File: src/rtl/bch_syndrome_unit_pkg.sv
// rtl/bch_syndrome_unit_pkg.sv - GF(2^M) helpers, FSM states and default BCH code constants
package bch_pkg;

    localparam int BCH_M = 4;
    localparam int BCH_N = 15;
    localparam int BCH_T = 2;
    localparam logic [BCH_M:0] BCH_PRIM_POLY = 5'b10011;

    // Widest field the helpers handle; callers zero-extend operands and truncate results.
    localparam int GF_W = 16;

    typedef logic [BCH_M-1:0] gf_elem_t;
    typedef enum logic {ACCUM, OUT} syn_state_e;

    function automatic int gf_degree(input logic [GF_W:0] poly);
        int d;
        d = 0;
        for (int i = 0; i <= GF_W; i++) begin
            if (poly[i]) d = i;
        end
        return d;
    endfunction

    function automatic logic [GF_W-1:0] gf_mul_alpha_pow(input logic [GF_W-1:0] elem,
                                                          input int pow,
                                                          input logic [GF_W:0] poly);
        logic [GF_W:0] v;
        int m;
        m = gf_degree(poly);
        v = {1'b0, elem};
        for (int i = 0; i < pow; i++) begin
            v = v << 1;
            if (v[m]) v = v ^ poly;
        end
        return v[GF_W-1:0];
    endfunction

    function automatic logic [GF_W-1:0] gf_square(input logic [GF_W-1:0] elem,
                                                   input logic [GF_W:0] poly);
        logic [GF_W-1:0] acc;
        acc = '0;
        for (int i = 0; i < GF_W; i++) begin
            if (elem[i]) acc = acc ^ gf_mul_alpha_pow(GF_W'(1), 2 * i, poly);
        end
        return acc;
    endfunction

    function automatic logic [GF_W-1:0] gf_square_n(input logic [GF_W-1:0] elem,
                                                     input int n,
                                                     input logic [GF_W:0] poly);
        logic [GF_W-1:0] v;
        v = elem;
        for (int i = 0; i < n; i++) v = gf_square(v, poly);
        return v;
    endfunction

    // j = odd_part(j) * 2^pow2_exp(j); S_j is the odd root's syndrome squared pow2_exp times.
    function automatic int odd_part(input int j);
        int o;
        o = j;
        while ((o % 2) == 0 && o > 0) o = o / 2;
        return o;
    endfunction

    function automatic int pow2_exp(input int j);
        int o;
        int k;
        o = j;
        k = 0;
        while ((o % 2) == 0 && o > 0) begin
            o = o / 2;
            k = k + 1;
        end
        return k;
    endfunction

endpackage

File: src/rtl/bch_syndrome_unit_if.sv
// rtl/bch_syndrome_unit_if.sv - received-bit stream in, packed syndromes out
interface bch_syndrome_unit_if #(
    parameter int M = 4,
    parameter int T = 2
);
    logic               in_valid;
    logic               in_ready;
    logic               in_bit;
    logic               in_last;
    logic               syn_valid;
    logic               syn_ready;
    logic [2*T*M-1:0]   syn;
    logic               error_free;
    logic               len_err;

    modport master (
        output in_valid, in_bit, in_last, syn_ready,
        input  in_ready, syn_valid, syn, error_free, len_err
    );

    modport slave (
        input  in_valid, in_bit, in_last, syn_ready,
        output in_ready, syn_valid, syn, error_free, len_err
    );
endinterface

File: src/rtl/bch_syndrome_unit_lfsr.sv
// rtl/bch_syndrome_unit_lfsr.sv - one Horner accumulator S_J <= S_J*alpha^J ^ r
module bch_syn_lfsr
    import bch_pkg::*;
#(
    parameter int         M         = BCH_M,
    parameter int         J         = 1,
    parameter logic [M:0] PRIM_POLY = BCH_PRIM_POLY
) (
    input  logic         clk,
    input  logic         rst,
    input  logic         clr,
    input  logic         en,
    input  logic         in_bit,
    output logic [M-1:0] s,
    output logic [M-1:0] s_nxt
);

    logic [M-1:0] s_q;
    logic [M-1:0] s_d;

    assign s_nxt = M'(gf_mul_alpha_pow(GF_W'(s_q), J, (GF_W+1)'(PRIM_POLY))) ^ M'(in_bit);

    always_comb begin
        s_d = s_q;
        if (clr) begin
            s_d = '0;
        end else if (en) begin
            s_d = s_nxt;
        end
    end

    always_ff @(posedge clk) begin
        if (rst) begin
            s_q <= '0;
        end else begin
            s_q <= s_d;
        end
    end

    assign s = s_q;

endmodule

File: src/rtl/bch_syndrome_unit.sv
// rtl/bch_syndrome_unit.sv - streaming BCH syndrome unit; BCH_SYN_SQUARE_EN derives even syndromes by squaring
module bch_syndrome_unit
    import bch_pkg::*;
#(
    parameter int         M         = BCH_M,
    parameter int         N         = BCH_N,
    parameter int         T         = BCH_T,
    parameter logic [M:0] PRIM_POLY = BCH_PRIM_POLY
) (
    input  logic                  clk,
    input  logic                  rst,
    bch_syndrome_unit_if.slave    bus
);

    localparam int CW = $clog2(N + 1);

`ifdef BCH_SYN_SQUARE_EN
    localparam int NACC = T;
`else
    localparam int NACC = 2 * T;
`endif

    syn_state_e        state_q, state_d;
    logic [CW-1:0]     cnt_q, cnt_d;
    logic              error_free_q, error_free_d;
    logic              len_err_q, len_err_d;
    logic              accept;
    logic              clr;
    logic              last_beat;
    logic [NACC*M-1:0] acc_s;
    logic [NACC*M-1:0] acc_nxt;
    logic [2*T*M-1:0]  syn_w;

    for (genvar i = 0; i < NACC; i++) begin : g_acc
`ifdef BCH_SYN_SQUARE_EN
        localparam int J = 2 * i + 1;
`else
        localparam int J = i + 1;
`endif
        bch_syn_lfsr #(
            .M         (M),
            .J         (J),
            .PRIM_POLY (PRIM_POLY)
        ) u_lfsr (
            .clk    (clk),
            .rst    (rst),
            .clr    (clr),
            .en     (accept),
            .in_bit (bus.in_bit),
            .s      (acc_s[i*M +: M]),
            .s_nxt  (acc_nxt[i*M +: M])
        );
    end

`ifdef BCH_SYN_SQUARE_EN
    for (genvar j = 1; j <= 2 * T; j++) begin : g_sq
        localparam int O = odd_part(j);
        assign syn_w[j*M-1 -: M] = M'(gf_square_n(GF_W'(acc_s[((O-1)/2)*M +: M]),
                                                   pow2_exp(j), (GF_W+1)'(PRIM_POLY)));
    end
`else
    assign syn_w = acc_s;
`endif

    assign last_beat = (cnt_q == CW'(N - 1));

    // Squaring maps zero only to zero, so the odd accumulators alone decide error_free.
    always_comb begin
        state_d      = state_q;
        cnt_d        = cnt_q;
        error_free_d = error_free_q;
        len_err_d    = len_err_q;
        accept       = 1'b0;
        clr          = 1'b0;
        case (state_q)
            ACCUM: begin
                accept = bus.in_valid;
                if (bus.in_valid) begin
                    cnt_d = cnt_q + CW'(1);
                    if (bus.in_last || last_beat) begin
                        state_d      = OUT;
                        error_free_d = ~|acc_nxt;
                        len_err_d    = bus.in_last ^ last_beat;
                    end
                end
            end
            OUT: begin
                if (bus.syn_ready) begin
                    state_d = ACCUM;
                    cnt_d   = '0;
                    clr     = 1'b1;
                end
            end
            default: state_d = ACCUM;
        endcase
    end

    always_ff @(posedge clk) begin
        if (rst) begin
            state_q      <= ACCUM;
            cnt_q        <= '0;
            error_free_q <= 1'b0;
            len_err_q    <= 1'b0;
        end else begin
            state_q      <= state_d;
            cnt_q        <= cnt_d;
            error_free_q <= error_free_d;
            len_err_q    <= len_err_d;
        end
    end

    assign bus.in_ready   = (state_q == ACCUM);
    assign bus.syn_valid  = (state_q == OUT);
    assign bus.syn        = syn_w;
    assign bus.error_free = error_free_q;
    assign bus.len_err    = len_err_q;

endmodule
File: src/flat_wrapper.sv
// flat-port wrapper written by rule: the top's interface ports become plain ports
module bch_syndrome_unit_flat import bch_pkg::*;
#(
    parameter int         M         = BCH_M,
    parameter int         N         = BCH_N,
    parameter int         T         = BCH_T,
    parameter logic [M:0] PRIM_POLY = BCH_PRIM_POLY
)
  (clk, rst, bus_in_valid, bus_in_bit, bus_in_last, bus_syn_ready, bus_in_ready, bus_syn_valid, bus_syn, bus_error_free, bus_len_err);
  bch_syndrome_unit_if #(.M(M), .T(T)) bus_i ();
  input  logic clk;
  input  logic rst;
  input wire logic [$bits(bus_i.in_valid)-1:0] bus_in_valid;
  input wire logic [$bits(bus_i.in_bit)-1:0] bus_in_bit;
  input wire logic [$bits(bus_i.in_last)-1:0] bus_in_last;
  input wire logic [$bits(bus_i.syn_ready)-1:0] bus_syn_ready;
  output wire logic [$bits(bus_i.in_ready)-1:0] bus_in_ready;
  output wire logic [$bits(bus_i.syn_valid)-1:0] bus_syn_valid;
  output wire logic [$bits(bus_i.syn)-1:0] bus_syn;
  output wire logic [$bits(bus_i.error_free)-1:0] bus_error_free;
  output wire logic [$bits(bus_i.len_err)-1:0] bus_len_err;
  assign bus_i.in_valid = bus_in_valid;
  assign bus_i.in_bit = bus_in_bit;
  assign bus_i.in_last = bus_in_last;
  assign bus_i.syn_ready = bus_syn_ready;
  assign bus_in_ready = bus_i.in_ready;
  assign bus_syn_valid = bus_i.syn_valid;
  assign bus_syn = bus_i.syn;
  assign bus_error_free = bus_i.error_free;
  assign bus_len_err = bus_i.len_err;
  bch_syndrome_unit #(.M(M), .N(N), .T(T), .PRIM_POLY(PRIM_POLY)) u_core (.clk(clk), .rst(rst), .bus(bus_i));
endmodule
File: config.mk
export PLATFORM = sky130hd
export DESIGN_NAME = bch_syndrome_unit_flat
export DESIGN_NICKNAME = d
export VERILOG_FILES = /design/src/rtl/bch_syndrome_unit_pkg.sv /design/src/rtl/bch_syndrome_unit_if.sv /design/src/rtl/bch_syndrome_unit_lfsr.sv /design/src/rtl/bch_syndrome_unit.sv /design/src/flat_wrapper.sv
export SDC_FILE = /design/constraint.sdc
export NUM_CORES = 1
export LEC_CHECK = 0
export ABC_AREA = 1
export BUFFER_PORTS_ARGS = -buffer_cell sky130_fd_sc_hd__buf_2
export CORE_UTILIZATION = 47
export CTS_BUF_LIST = sky130_fd_sc_hd__clkbuf_16
export DETAILED_ROUTE_END_ITERATION = 10
export PLACE_DENSITY = 0.81
export RECOVER_POWER = 50
export SYNTH_ARGS = -nofsm -noshare
export SYNTH_HDL_FRONTEND = slang
export SYNTH_SLANG_ARGS = --single-unit
export TNS_END_PERCENT = 30
File: constraint.sdc
create_clock -name clk -period 2.54 [get_ports clk]
set_input_delay 0.508 -clock clk [delete_from_list [all_inputs] [get_ports clk]]
set_output_delay 0.508 -clock clk [all_outputs]
set_load 0.02 [all_outputs]
-- Word-level counts from Yosys, hierarchy flattened
Cells that the tools add are included.
- flip-flop bits (word level): 23
- equal/unequal tests: 3
- bitwise logic cells: 16
- reduce and logical (&&, ||, !) cells: 6
- $add $sub $neg: 1
- muxes and demuxes: 20
- operator list (kind ; count):
    two-way mux 2 bit ; 10
    inverter 2 bit ; 10
    OR reduction 16 bit ; 1
    XOR 4 x 1 -> 4 bit ; 4
    two-way mux 4 bit ; 2
    case mux 4 bit (2 select lines) ; 1
    two-way mux 1 bit ; 6
    adder 4 x 1 -> 4 bit (second input constant) ; 1
    equality test 4 bit (second input constant) ; 1
    != test 2 bit (second input constant) ; 2
    AND reduction 3 bit ; 1
    case mux 1 bit (2 select lines) ; 1
    AND reduction 2 bit ; 1
    OR reduction 2 bit ; 1
    logical NOT 1 bit ; 1
    logical OR 1 bit ; 1
    inverter 1 bit ; 1
    XOR 1 bit ; 1

-- Logic depth before layout (Yosys ltp)
Gate-level depths: netlist of the first run.
- word-level depth: 11
- mapped depth: 11
- depth with buffers taken out: 11

-- Hierarchy
A second synthesis of the first run with hierarchy kept.
- cell total of the unflattened synthesis: 217
- area, all modules: 1338.8 µm²
- by module, submodules not included (module ; area an instance (µm²) ; cells an instance ; times used):
    bch_syndrome_unit ; 412.9 ; 59 ; 1
    bch_syn_lfsr (u_core.g_acc[2].u_lfsr) ; 246.5 ; 45 ; 1
    bch_syn_lfsr (u_core.g_acc[1].u_lfsr) ; 235.2 ; 41 ; 1
    bch_syn_lfsr (u_core.g_acc[3].u_lfsr) ; 232.7 ; 37 ; 1
    bch_syn_lfsr (u_core.g_acc[0].u_lfsr) ; 211.5 ; 35 ; 1

-- Least setup slack after synthesis of the first run
No wires, ideal clock.
- path type: reg-to-reg
- from: reg u_core.cnt_q[0]
- to: reg u_core.error_free_q (netlist: u_core.bus.error_free)
- arrival time: 1335 ps
- path slack: 1139 ps
- data required time: 2474 ps
- stages on the path, launching flop included: 12
- clock period less this slack: 1401 ps
- cells stage by stage: dfxtp_1 inv_1 ha_1 nand3_1 ha_1 inv_1 nand3_2 nor2_1 nand2_1 nor2_1 nand3_1 a21oi_2
- word-level cells in the longest chain between the ends: 3
- ends and longest elaborated chain (element ; line ; text):
    start: declaration ; bch_syndrome_unit.sv:24 ; logic [CW-1:0] cnt_q, cnt_d;
    start signal: assignment ; bch_syndrome_unit.sv:106 ; cnt_q <= cnt_d;
    equality test 4 bit ; bch_syndrome_unit.sv:65 ; assign last_beat = (cnt_q == CW'(N - 1));
    logical OR 1 bit ; bch_syndrome_unit.sv:80 ; if (bus.in_last || last_beat) begin
    AND reduction 3 bit (no source line) ; -- ;
    end signal: assignment ; bch_syndrome_unit.sv:107 ; error_free_q <= error_free_d;
    end: declaration ; bch_syndrome_unit.sv:25 ; logic error_free_q, error_free_d;
No other way between the ends.
A chain may end at the register's enable or synchronous reset.

-- Worst setup path after layout of the first run
- from: in rst
- to: reg u_core.g_acc[2].u_lfsr.s_q[2]
- word-level cells in the longest chain between the ends: 1
- ends and longest elaborated chain (element ; line ; text):
    start: declaration ; flat_wrapper.sv:12 ; input logic rst;
    OR reduction 2 bit (no source line) ; -- ;
    end signal: assignment ; bch_syndrome_unit_lfsr.sv:34 ; s_q <= '0;
    end signal: assignment ; bch_syndrome_unit_lfsr.sv:36 ; s_q <= s_d;
    end: declaration ; bch_syndrome_unit_lfsr.sv:18 ; logic [M-1:0] s_q;
No other way between the ends.

==> flow_results.xml, run 1 <==
<?xml version="1.0" encoding="UTF-8"?>
<metrics>
  <group name="setup_path">
    <metric name="cp-end-kind" unit="">flip-flop</metric>
    <metric name="cp_data_arrival_time" unit="ps">2080</metric>
    <metric name="worst_r2r_startpoint" unit="">u_core.bus.syn_valid$_SDFF_PP0_</metric>
    <metric name="path_depth_of_the_worst_reg2reg_path" unit="">3</metric>
    <metric name="setup_crit_start_kind" unit="">input pin</metric>
    <metric name="crit_path_category" unit="">input pin to flip-flop</metric>
    <metric name="worst_r2r_endpoint" unit="">u_core.g_acc[2].u_lfsr.s[2]$_SDFFE_PP0P_</metric>
    <metric name="r2r_slack" unit="ps">720</metric>
    <metric name="critical_path.startpoint" unit="">rst</metric>
    <metric name="worstPathRequired" unit="ps">2720</metric>
    <metric name="timing.critical_path.slowest_cell_delay" unit="ps">950</metric>
    <metric name="critPathMaxFanout" unit="">17</metric>
    <metric name="timing.critical_path.slowest_stage_cell" unit="">sky130_fd_sc_hd__a21oi_1</metric>
    <metric name="crit_chain" unit="">clkbuf_1, a21oi_1, o21ai_0, a31oi_1</metric>
  </group>
  <group name="logic_synthesis">
    <metric name="synth_seq_area_share" unit="%">39.27</metric>
    <metric name="muxShareOfSynthArea" unit="%">0</metric>
    <metric name="synth_compound_gate_area_share" unit="%">21.24</metric>
    <metric name="synthCells" unit="">165</metric>
    <metric name="yosysMostFrequentCell" unit="">sky130_fd_sc_hd__nand2_1</metric>
    <metric name="synth.distinct_cells" unit="">24</metric>
    <metric name="ys_async_sr_fraction" unit="%">0</metric>
    <metric name="synth_top_area_share" unit="%">39.27</metric>
    <metric name="register_bit_count_reported_by_yosys" unit="">23</metric>
    <metric name="synth-simple-area-share" unit="%">21.34</metric>
    <metric name="synth.avg_cell_area" unit="sq um">7.105</metric>
    <metric name="ys_top_cells_by_area" unit="">sky130_fd_sc_hd__dfxtp_1 (39%), sky130_fd_sc_hd__nand2_1 (12%), sky130_fd_sc_hd__inv_1 (7.7%)</metric>
    <metric name="most_frequent_cells_after_synthesis" unit="">sky130_fd_sc_hd__nand2_1 (38), sky130_fd_sc_hd__inv_1 (24), sky130_fd_sc_hd__dfxtp_1 (23), sky130_fd_sc_hd__o21ai_0 (17), sky130_fd_sc_hd__a21oi_1 (15)</metric>
    <metric name="syn_nets" unit="">174</metric>
    <metric name="combinational_family_with_the_most_area_after_synthesis" unit="">simple AND/OR/NAND/NOR gates</metric>
    <metric name="synth_area" unit="sq um">1172</metric>
    <metric name="synth_xor_area_share" unit="%">2.241</metric>
    <metric name="leading_register_cell_type_out_of_synthesis" unit="">sky130_fd_sc_hd__dfxtp_1</metric>
    <metric name="synth_edf_count" unit="">0</metric>
    <metric name="largest_area_contributor_in_the_netlist" unit="">sky130_fd_sc_hd__dfxtp_1</metric>
    <metric name="synth_fa_ha_area_share" unit="%">3.202</metric>
    <metric name="synth_warnings" unit="">0</metric>
  </group>
  <group name="die">
    <metric name="floorplan.core_area" unit="sq um">2276</metric>
    <metric name="ios" unit="">26</metric>
    <metric name="chipWidth" unit="um">51.95</metric>
    <metric name="die_h" unit="um">51.95</metric>
    <metric name="design.die.area" unit="sq um">2698</metric>
    <metric name="placement_rows" unit="">17</metric>
    <metric name="initial_utilization" unit="%">51.51</metric>
  </group>
  <group name="cts">
    <metric name="ctsHtreeMaxLevel" unit="">1</metric>
    <metric name="clk_path_buf_depth" unit="">2</metric>
    <metric name="tritoncts_clock_tree" unit="">done</metric>
    <metric name="post_cts.repair.setup_buffers" unit="">0</metric>
    <metric name="insertion_delay" unit="ps">250</metric>
    <metric name="clock_sinks" unit="">23</metric>
    <metric name="post_cts.resized_instances" unit="">0</metric>
    <metric name="clk_pin_slew_worst_paths" unit="ps">60</metric>
    <metric name="number_of_clock_buffers_inserted_by_tritoncts" unit="">3</metric>
    <metric name="cts_hold_buffers" unit="">0</metric>
    <metric name="cts.root.buffer_cell" unit="">sky130_fd_sc_hd__clkbuf_16</metric>
  </group>
  <group name="timing">
    <metric name="hold_viol" unit="">0</metric>
    <metric name="skew" unit="ps">3.064</metric>
    <metric name="timing.max_slew.rel_slack" unit="%">19.44</metric>
    <metric name="final_min_period_over_clock_period" unit="%">74.96</metric>
    <metric name="setup_viol_count_final" unit="">0</metric>
    <metric name="max_freq" unit="MHz">525.2</metric>
    <metric name="layout_min_cycle_time" unit="ps">1904</metric>
    <metric name="tightestPinTransition" unit="ps">1208</metric>
    <metric name="final_tns_setup" unit="ps">0</metric>
    <metric name="slew_viol_final" unit="">0</metric>
    <metric name="grt_setup_unrepaired" unit="">no</metric>
  </group>
  <group name="routing">
    <metric name="detailroute.via_count" unit="">1093</metric>
    <metric name="drt-initial-drc-count" unit="">23</metric>
    <metric name="route.detailed.vias_per_inst" unit="">5.084</metric>
    <metric name="routedWlPerCell" unit="um">11.51</metric>
    <metric name="totalWireLength" unit="um">2474</metric>
    <metric name="firstDrtPassIters" unit="">4</metric>
    <metric name="route.top_layer_used" unit="">met4</metric>
    <metric name="route.layer.met1.wl" unit="um">1193</metric>
    <metric name="met3WireLength" unit="um">84</metric>
    <metric name="final_antenna_net_count" unit="">0</metric>
    <metric name="met2WireLength" unit="um">1173</metric>
    <metric name="route.detailed.drc" unit="">0</metric>
  </group>
  <group name="grt">
    <metric name="first_pass_grt_wire_length" unit="um">4008</metric>
    <metric name="track_usage" unit="%">20.09</metric>
    <metric name="globalRouteOverflowTotal" unit="">0</metric>
    <metric name="via_count_of_the_first_global_routing_pass" unit="">987</metric>
    <metric name="grt_max_degree" unit="">25</metric>
    <metric name="antenna_violations_before_repair" unit="">0</metric>
  </group>
  <group name="power_and_ir_drop">
    <metric name="max-vdd-ir-drop" unit="mV">0.4097</metric>
    <metric name="total_power" unit="mW">0.9355</metric>
    <metric name="power.leakage" unit="nW">0.6150</metric>
    <metric name="pwr_density_cell" unit="nW/um^2">698.1</metric>
  </group>
  <group name="hold_path">
    <metric name="min_delay_path_depth" unit="">2</metric>
    <metric name="hp-class" unit="">flip-flop to flip-flop</metric>
    <metric name="hold_end" unit="">u_core.cnt_q[3]$_SDFFE_PP0P_</metric>
    <metric name="launch_instance_of_the_worst_min_delay_path" unit="">u_core.cnt_q[3]$_SDFFE_PP0P_</metric>
  </group>
  <group name="cells_and_area">
    <metric name="drive_gt1_share" unit="%">12.83</metric>
    <metric name="antennaDiodeCount" unit="">0</metric>
    <metric name="area_growth" unit="%">14.30</metric>
    <metric name="nNetsFinal" unit="">197</metric>
    <metric name="final_util" unit="%">58.88</metric>
    <metric name="fillers" unit="">219</metric>
  </group>
  <group name="run">
    <metric name="max_cap_violations" unit="">0</metric>
  </group>
  <group name="placed_design">
    <metric name="gp_congestion" unit="">0.8230</metric>
    <metric name="place.detailed.hpwl" unit="um">1813</metric>
    <metric name="port_buffers" unit="">25</metric>
  </group>
  <group name="run_status">
    <metric name="run_status" unit="">complete, no violations</metric>
  </group>
</metrics>
[report_power, final]
group / switching, mW / internal [mW] / leakage (nW)
clock network: 0.122 / 0.210 / 0.0423
logic: 0.125 / 0.0613 / 0.383
registers: 0.0294 / 0.388 / 0.189
total: 0.276 / 0.659 / 0.615
[registers in the layout, summed over array words and instances, names as in the netlist]
name	count
u_core.bus.len_err	1
u_core.g_acc.u_lfsr.s	16
u_core.bus.syn_valid	1
u_core.cnt_q	4
u_core.bus.error_free	1
[per-stage QoR]
step	cell area, sq um	setup WS [ps]	std cells	hold slack [ps]
4_1_cts	1366	998.1	215	475.2
2_1_floorplan	1172	1139	165	443.5
3_5_place_dp	1287	1015	211	466.9
3_3_place_gp	1287	1057	211	456.9
6_report	1340	636.1	215	472.3
5_1_grt	1340	453.5	215	501.5
[logic make-up after synthesis]
logic type / Yosys count
simple gates: 59
compound gates: 43
buf+inv: 34
flops: 23
xor+xnor: 3
fa+ha+maj: 3
[how the worst max path moves through the flow]
stage,slack [ps],end,depth (start not counted)
after floorplan,1140,u_core.bus.error_free$_SDFFE_PP0P_,11
after detailed placement,1020,u_core.bus.error_free$_SDFFE_PP0P_,11
after global placement,1060,u_core.bus.error_free$_SDFFE_PP0P_,10
after CTS,1000,u_core.bus.error_free$_SDFFE_PP0P_,11
after global routing,450,u_core.g_acc[2].u_lfsr.s[2]$_SDFFE_PP0P_,4
final,640,u_core.g_acc[2].u_lfsr.s[2]$_SDFFE_PP0P_,4
[worst max-delay path: cells and delay by family]
family,cells,cell delay [ps]
AO/OA/AOI/OAI,3,1410
buffers and inverters,1,160
[metal layers]
layer  up-vias  global-route usage [%]
met3         4                   4.678
met2        20                   34.62
met1       494                   24.69
met4         0                   5.405
met5         -                       0
li1        575                       -
[placed cells by master (no fill, tap or decap), drive strengths merged]
cell type and n:
nand2 40, inv 28, dfxtp 23, o21ai 19, a21oi 17, clkbuf 15, buf 13, nor2 10
nand3 7, a31oi 6, xnor2 3, ha 3, or2 1, a211oi 1, nand4 1
[area by class of cell]
cell class              count  area [sq um]  area share (%)
well taps                  28         35.03           2.614
clock inverters             1         3.754          0.2801
inverters                  27         103.9           7.750
clock buffers               3         75.07           5.602
flip-flops and latches     23         460.4           34.36
multi-input cells         108         551.8           41.18
repair buffers             25         110.1           8.217
Note: power is estimated with default switching activity, not from simulation.
==> run 2: changes to the inputs <==
==> constraint.sdc (replaced) <==
create_clock -name clk -period 2 [get_ports clk]
set_input_delay 0.4 -clock clk [delete_from_list [all_inputs] [get_ports clk]]
set_output_delay 0.4 -clock clk [all_outputs]
set_load 0.02 [all_outputs]
==> run 2 against run 1 <==
Net effect:
- sequential share of layout area unchanged
- largest power group unchanged
- worst hold slack got worse by 70 ps
- highest routed layer unchanged
- sequential power increased by 27%
- critical path type is now flip-flop to flip-flop
==> flow_results.xml, run 2 (synthesis results as in run 1) <==
<?xml version="1.0" encoding="UTF-8"?>
<metrics>
  <group name="run_status">
    <metric name="run_status" unit="">complete, no violations</metric>
  </group>
  <group name="die">
    <metric name="placement_rows" unit="">17</metric>
    <metric name="initial_utilization" unit="%">51.51</metric>
    <metric name="design.die.area" unit="sq um">2698</metric>
    <metric name="floorplan.core_area" unit="sq um">2276</metric>
    <metric name="chipWidth" unit="um">51.95</metric>
    <metric name="die_h" unit="um">51.95</metric>
    <metric name="ios" unit="">26</metric>
  </group>
  <group name="grt">
    <metric name="first_pass_grt_wire_length" unit="um">4043</metric>
    <metric name="globalRouteOverflowTotal" unit="">0</metric>
    <metric name="antenna_violations_before_repair" unit="">0</metric>
    <metric name="via_count_of_the_first_global_routing_pass" unit="">987</metric>
    <metric name="track_usage" unit="%">19.94</metric>
    <metric name="grt_max_degree" unit="">25</metric>
  </group>
  <group name="cells_and_area">
    <metric name="largest_register_ff_count" unit="">16</metric>
    <metric name="nNetsFinal" unit="">197</metric>
    <metric name="drive_gt1_share" unit="%">12.30</metric>
    <metric name="highest_count_cells_in_the_layout_ignoring_fill_and_taps" unit="">sky130_fd_sc_hd__nand2_1 (38), sky130_fd_sc_hd__inv_1 (25), sky130_fd_sc_hd__dfxtp_1 (23)</metric>
    <metric name="fillers" unit="">243</metric>
    <metric name="layout.cells.most_common" unit="">sky130_fd_sc_hd__nand2_1</metric>
    <metric name="antennaDiodeCount" unit="">0</metric>
    <metric name="area_growth" unit="%">14.30</metric>
  </group>
  <group name="cts">
    <metric name="cts.root.buffer_cell" unit="">sky130_fd_sc_hd__clkbuf_16</metric>
    <metric name="post_cts.resized_instances" unit="">0</metric>
    <metric name="clk_pin_slew_worst_paths" unit="ps">60</metric>
    <metric name="cts_hold_buffers" unit="">0</metric>
    <metric name="tritoncts_clock_tree" unit="">done</metric>
    <metric name="post_cts.repair.setup_buffers" unit="">0</metric>
    <metric name="clock_sinks" unit="">23</metric>
    <metric name="insertion_delay" unit="ps">250</metric>
    <metric name="number_of_clock_buffers_inserted_by_tritoncts" unit="">3</metric>
    <metric name="clk_path_buf_depth" unit="">2</metric>
    <metric name="ctsHtreeMaxLevel" unit="">1</metric>
  </group>
  <group name="timing">
    <metric name="hold_viol" unit="">0</metric>
    <metric name="pnr_worst_setup_slack" unit="ps">414.2</metric>
    <metric name="grt_setup_unrepaired" unit="">no</metric>
    <metric name="slew_viol_final" unit="">0</metric>
    <metric name="final_min_period_over_clock_period" unit="%">79.29</metric>
    <metric name="setup_viol_count_final" unit="">0</metric>
    <metric name="skew" unit="ps">1.318</metric>
    <metric name="timing.max_slew.rel_slack" unit="%">55.46</metric>
    <metric name="tightestPinTransition" unit="ps">668.1</metric>
    <metric name="final_tns_setup" unit="ps">0</metric>
    <metric name="layout_min_cycle_time" unit="ps">1586</metric>
    <metric name="max_freq" unit="MHz">630.6</metric>
  </group>
  <group name="routing">
    <metric name="route.detailed.drc" unit="">0</metric>
    <metric name="route.detailed.vias_per_inst" unit="">5.047</metric>
    <metric name="final_antenna_net_count" unit="">0</metric>
    <metric name="drt-initial-drc-count" unit="">29</metric>
    <metric name="totalWireLength" unit="um">2404</metric>
    <metric name="firstDrtPassIters" unit="">4</metric>
    <metric name="detailroute.via_count" unit="">1085</metric>
    <metric name="routedWlPerCell" unit="um">11.18</metric>
  </group>
  <group name="power_and_ir_drop">
    <metric name="power.leakage" unit="nW">0.6013</metric>
    <metric name="pwr_density_cell" unit="nW/um^2">886.3</metric>
    <metric name="max-vdd-ir-drop" unit="mV">0.5008</metric>
  </group>
  <group name="setup_path">
    <metric name="r2r_slack" unit="ps">410</metric>
    <metric name="worst_r2r_startpoint" unit="">u_core.cnt_q[0]$_SDFFE_PP0P_</metric>
    <metric name="path_depth_of_the_worst_reg2reg_path" unit="">11</metric>
    <metric name="cp_data_arrival_time" unit="ps">1780</metric>
    <metric name="critPathMaxFanout" unit="">5</metric>
    <metric name="worstPathRequired" unit="ps">2190</metric>
    <metric name="crit_path_category" unit="">flip-flop to flip-flop</metric>
    <metric name="cp-end-kind" unit="">flip-flop</metric>
    <metric name="worst_r2r_endpoint" unit="">u_core.bus.error_free$_SDFFE_PP0P_</metric>
    <metric name="setup_crit_start_kind" unit="">flip-flop</metric>
  </group>
  <group name="hold_path">
    <metric name="launch_instance_of_the_worst_min_delay_path" unit="">rst</metric>
    <metric name="hp-class" unit="">input pin to flip-flop</metric>
    <metric name="hold_end" unit="">u_core.bus.error_free$_SDFFE_PP0P_</metric>
    <metric name="min_delay_path_depth" unit="">2</metric>
  </group>
  <group name="placed_design">
    <metric name="preCtsSetupSlack" unit="ps">415.4</metric>
    <metric name="port_buffers" unit="">25</metric>
    <metric name="gp_congestion" unit="">0.7851</metric>
    <metric name="place.detailed.hpwl" unit="um">1780</metric>
  </group>
  <group name="run">
    <metric name="max_cap_violations" unit="">0</metric>
  </group>
</metrics>
[run 2: cell type report]
| class | instances | area [sq um] | area share [%] |
|---|---|---|---|
| well taps | 28 | 35.03 | 2.614 |
| repair buffers | 25 | 106.4 | 7.936 |
| inverters | 27 | 103.9 | 7.750 |
| flip-flops and latches | 23 | 460.4 | 34.36 |
| clock buffers | 3 | 75.07 | 5.602 |
| clock inverters | 1 | 3.754 | 0.2801 |
| multi-input cells | 108 | 555.5 | 41.46 |
[run 2: metal layers]
layer  wire, um  vias to the layer above  GRT usage [%]
met4         21                        0          6.757
met1       1170                      485          24.28
met3         67                        4          2.632
met2       1144                       21          35.47
li1           -                      575              -
met5          0                        -              0
[run 2: worst max-delay path by stage]
stage	start	slack [ps]	to	cells after the start
2_1_floorplan	u_core.cnt_q[0]$_SDFFE_PP0P_	600	u_core.bus.error_free$_SDFFE_PP0P_	11
3_3_place_gp	u_core.cnt_q[0]$_SDFFE_PP0P_	540	u_core.bus.error_free$_SDFFE_PP0P_	11
3_5_place_dp	u_core.cnt_q[0]$_SDFFE_PP0P_	420	u_core.bus.error_free$_SDFFE_PP0P_	11
4_1_cts	u_core.cnt_q[0]$_SDFFE_PP0P_	390	u_core.bus.error_free$_SDFFE_PP0P_	11
5_1_grt	u_core.cnt_q[0]$_SDFFE_PP0P_	240	u_core.bus.error_free$_SDFFE_PP0P_	11
6_report	u_core.cnt_q[0]$_SDFFE_PP0P_	410	u_core.bus.error_free$_SDFFE_PP0P_	11
[run 2: where the power goes]
group / internal [mW] / switching, mW / leakage, nW
clock: 0.266 / 0.156 / 0.0423
combinational: 0.0764 / 0.157 / 0.370
sequential: 0.493 / 0.0378 / 0.189
[run 2: critical path: stages, from the launching register on]
cell	delay [ps]
sky130_fd_sc_hd__dfxtp_1	350
sky130_fd_sc_hd__inv_1	70
sky130_fd_sc_hd__ha_1	140
sky130_fd_sc_hd__nand3_1	80
sky130_fd_sc_hd__ha_1	180
sky130_fd_sc_hd__inv_1	80
sky130_fd_sc_hd__nand3_2	110
sky130_fd_sc_hd__nor2_1	130
sky130_fd_sc_hd__nand2_1	70
sky130_fd_sc_hd__nor2_1	100
sky130_fd_sc_hd__nand3_1	90
sky130_fd_sc_hd__a21oi_2	110
[run 2: through the flow]
stage	power [mW]	instance area (sq um)	hold WS, ps	util [%]	std cells
after floorplan	0.7184	1172	443.5	-	165
after global placement	0.7734	1287	457.2	56.57	211
after detailed placement	0.7817	1287	467.7	56.57	211
after CTS	1.205	1366	417.3	60.03	215
after global routing	1.245	1340	409.0	58.88	215
final	1.188	1340	402.1	58.88	215
==> run 3: changes to the inputs <==
--- a/config.mk
+++ b/config.mk
@@ -10,7 +10,7 @@
 export CORE_UTILIZATION = 47
 export CTS_BUF_LIST = sky130_fd_sc_hd__clkbuf_16
 export DETAILED_ROUTE_END_ITERATION = 10
-export PLACE_DENSITY = 0.81
+export PLACE_DENSITY = 0.83
 export RECOVER_POWER = 50
 export SYNTH_ARGS = -nofsm -noshare
 export SYNTH_HDL_FRONTEND = slang
==> constraint.sdc (replaced) <==
create_clock -name clk -period 1.4 [get_ports clk]
set_input_delay 0.28 -clock clk [delete_from_list [all_inputs] [get_ports clk]]
set_output_delay 0.28 -clock clk [all_outputs]
set_load 0.02 [all_outputs]
==> run 3 against run 2 <==
Net effect:
- the flow now finishes with violations (setup timing)
- clock skew barely moved
- critical path depth unchanged
- final cell count increased by 2.3%
- clock power up 45%
- combinational power rose by 57%
- sequential power up 43%
- non-clock buffer count is 5 higher
- maximum frequency increased by 11%
- global-route usage rose by 1.2 points
- first-iteration DRC count down 34%
- setup slack worse by 450 ps
- critical path type unchanged
- critical endpoint unchanged
- highest routed layer unchanged
==> flow_results.xml, run 3 (synthesis results as in run 1) <==
<?xml version="1.0" encoding="UTF-8"?>
<metrics>
  <group name="placed_design">
    <metric name="gp_congestion" unit="">0.7960</metric>
    <metric name="post-place-cells" unit="">214</metric>
    <metric name="port_buffers" unit="">25</metric>
    <metric name="placed_cell_area" unit="sq um">1310</metric>
    <metric name="preCtsSetupSlack" unit="ps">-66.46</metric>
    <metric name="place.detailed.hpwl" unit="um">1825</metric>
  </group>
  <group name="cells_and_area">
    <metric name="post-route-cell-area" unit="sq um">1406</metric>
    <metric name="antennaDiodeCount" unit="">0</metric>
    <metric name="layout.cells.most_common" unit="">sky130_fd_sc_hd__nand2_1</metric>
    <metric name="layout.cells.non_filler" unit="">220</metric>
    <metric name="drive_gt1_share" unit="%">17.19</metric>
    <metric name="largest_register_ff_count" unit="">16</metric>
    <metric name="nNetsFinal" unit="">202</metric>
    <metric name="final_util" unit="%">61.79</metric>
    <metric name="area_growth" unit="%">19.96</metric>
    <metric name="highest_count_cells_in_the_layout_ignoring_fill_and_taps" unit="">sky130_fd_sc_hd__nand2_1 (38), sky130_fd_sc_hd__inv_1 (23), sky130_fd_sc_hd__dfxtp_1 (21)</metric>
  </group>
  <group name="setup_path">
    <metric name="timing.critical_path.slowest_stage_cell" unit="">sky130_fd_sc_hd__dfxtp_2</metric>
    <metric name="path_depth_of_the_worst_reg2reg_path" unit="">11</metric>
    <metric name="setup_crit_start_kind" unit="">flip-flop</metric>
    <metric name="path_delay_family" unit="">simple AND/OR/NAND/NOR gates</metric>
    <metric name="critPathMaxFanout" unit="">2</metric>
    <metric name="worst_r2r_endpoint" unit="">u_core.bus.error_free$_SDFFE_PP0P_</metric>
    <metric name="worstPathRequired" unit="ps">1590</metric>
    <metric name="crit_buf_inv" unit="">2</metric>
    <metric name="cp-end-kind" unit="">flip-flop</metric>
    <metric name="worst_r2r_startpoint" unit="">u_core.cnt_q[0]$_SDFFE_PP0P_</metric>
    <metric name="crit_chain" unit="">inv_2, ha_4, nand3_2, ha_2, inv_2, nand3_2, nor2_2, nand2_1, nor2_1, nand3_1, a21oi_2</metric>
    <metric name="r2r_slack" unit="ps">-30</metric>
    <metric name="crit_path_category" unit="">flip-flop to flip-flop</metric>
    <metric name="timing.critical_path.slowest_cell_delay" unit="ps">320</metric>
    <metric name="cp_data_arrival_time" unit="ps">1630</metric>
  </group>
  <group name="cts">
    <metric name="clock_sinks" unit="">23</metric>
    <metric name="cts_hold_buffers" unit="">0</metric>
    <metric name="insertion_delay" unit="ps">260</metric>
    <metric name="number_of_clock_buffers_inserted_by_tritoncts" unit="">3</metric>
    <metric name="tritoncts_clock_tree" unit="">done</metric>
    <metric name="clk_path_buf_depth" unit="">2</metric>
    <metric name="clk_pin_slew_worst_paths" unit="ps">60</metric>
    <metric name="ctsHtreeMaxLevel" unit="">1</metric>
    <metric name="cts.root.buffer_cell" unit="">sky130_fd_sc_hd__clkbuf_16</metric>
  </group>
  <group name="grt">
    <metric name="first_pass_grt_wire_length" unit="um">4243</metric>
    <metric name="via_count_of_the_first_global_routing_pass" unit="">1000</metric>
    <metric name="track_usage" unit="%">21.18</metric>
    <metric name="antenna_violations_before_repair" unit="">0</metric>
    <metric name="globalRouteOverflowTotal" unit="">0</metric>
    <metric name="grt_max_degree" unit="">25</metric>
  </group>
  <group name="routing">
    <metric name="final_antenna_net_count" unit="">0</metric>
    <metric name="route.detailed.drc" unit="">0</metric>
    <metric name="route.detailed.vias_per_inst" unit="">5.200</metric>
    <metric name="detailroute.via_count" unit="">1144</metric>
    <metric name="drt-initial-drc-count" unit="">19</metric>
    <metric name="totalWireLength" unit="um">2655</metric>
    <metric name="firstDrtPassIters" unit="">4</metric>
    <metric name="routedWlPerCell" unit="um">12.07</metric>
  </group>
  <group name="power_and_ir_drop">
    <metric name="pwr_density_cell" unit="nW/um^2">1238</metric>
    <metric name="max-vdd-ir-drop" unit="mV">0.8461</metric>
    <metric name="power.leakage" unit="nW">0.6144</metric>
  </group>
  <group name="die">
    <metric name="placement_rows" unit="">17</metric>
    <metric name="die_h" unit="um">51.95</metric>
    <metric name="initial_utilization" unit="%">51.51</metric>
    <metric name="design.die.area" unit="sq um">2698</metric>
    <metric name="ios" unit="">26</metric>
    <metric name="floorplan.core_area" unit="sq um">2276</metric>
    <metric name="chipWidth" unit="um">51.95</metric>
  </group>
  <group name="timing">
    <metric name="setup_viol_count_final" unit="">1</metric>
    <metric name="final_min_period_over_clock_period" unit="%">102.4</metric>
    <metric name="slew_viol_final" unit="">0</metric>
    <metric name="layout_min_cycle_time" unit="ps">1434</metric>
    <metric name="hold_viol" unit="">0</metric>
    <metric name="pnr_worst_setup_slack" unit="ps">-33.67</metric>
    <metric name="tightestPinTransition" unit="ps">412.6</metric>
    <metric name="timing.max_slew.rel_slack" unit="%">72.43</metric>
    <metric name="grt_setup_unrepaired" unit="">yes</metric>
    <metric name="max_freq" unit="MHz">697.5</metric>
    <metric name="skew" unit="ps">1.308</metric>
  </group>
  <group name="run_status">
    <metric name="failed_checks" unit="">setup timing</metric>
    <metric name="run_status" unit="">complete, but fails checks</metric>
  </group>
  <group name="hold_path">
    <metric name="launch_instance_of_the_worst_min_delay_path" unit="">rst</metric>
    <metric name="min_delay_path_depth" unit="">2</metric>
    <metric name="hold_end" unit="">u_core.bus.error_free$_SDFFE_PP0P_</metric>
    <metric name="hp-class" unit="">input pin to flip-flop</metric>
  </group>
  <group name="run">
    <metric name="max_cap_violations" unit="">0</metric>
  </group>
</metrics>
==> run 3: how the worst max path moves through the flow <==
| stage | from | end | slack [ps] | cells after the start |
|---|---|---|---|---|
| after global placement | u_core.cnt_q[0]$_SDFFE_PP0P_ | u_core.bus.error_free$_SDFFE_PP0P_ | 60 | 11 |
| after detailed placement | u_core.cnt_q[0]$_SDFFE_PP0P_ | u_core.bus.error_free$_SDFFE_PP0P_ | -70 | 11 |
| final | u_core.cnt_q[0]$_SDFFE_PP0P_ | u_core.bus.error_free$_SDFFE_PP0P_ | -30 | 11 |
| after floorplan | u_core.cnt_q[0]$_SDFFE_PP0P_ | u_core.bus.error_free$_SDFFE_PP0P_ | 10 | 11 |
| after CTS | u_core.cnt_q[0]$_SDFFE_PP0P_ | u_core.bus.error_free$_SDFFE_PP0P_ | -40 | 11 |
| after global routing | u_core.cnt_q[0]$_SDFFE_PP0P_ | u_core.bus.error_free$_SDFFE_PP0P_ | -120 | 11 |
==> run 3: area by class of cell <==
| cell class | instances | area [sq um] |
|---|---|---|
| clock buffers | 3 | 75.07 |
| flip-flops and latches | 23 | 462.9 |
| inverters | 27 | 103.9 |
| well taps | 28 | 35.03 |
| clock inverters | 1 | 3.754 |
| fillers | 194 | 869.6 |
| multi-input cells | 108 | 585.6 |
| repair buffers | 30 | 140.1 |
==> run 3: timing repair <==
action,CTS,global route
buffers inserted,2,0
gates resized for setup,9,0
endpoints found under the setup margin,1,3
pin swaps,9,4
==> run 3: layer usage <==
layer / track usage (%) / wire [um]
met1: 27.03 / 1210
met2: 35.90 / 1323
met3: 2.632 / 87
met4: 8.108 / 35
met5: 0 / 0
==> run 3: report_power, final <==
part	internal, mW	switching (mW)
combinational	0.125	0.242
clock	0.381	0.233
sequential	0.706	0.0537
==> run 3: per-stage QoR <==
| stage | hold WS (ps) | power, mW | TNS (ps) |
|---|---|---|---|
| after global placement | 457.7 | 1.113 | 0 |
| final | 289.7 | 1.740 | -33.67 |
| after detailed placement | 455.6 | 1.127 | -66.46 |
| after floorplan | 342.4 | 1.026 | 0 |
| after CTS | 284.8 | 1.754 | -39.10 |
| after global routing | 306.3 | 1.825 | -152.0 |
==> run 3: worst register-to-register path, delay by kind of cell (launching register included) <==
kind            cells  cell delay (ps)
fa+ha+maj           2              300
compound gates      1              130
flops               1              320
simple gates        6              510
buf+inv             2              130
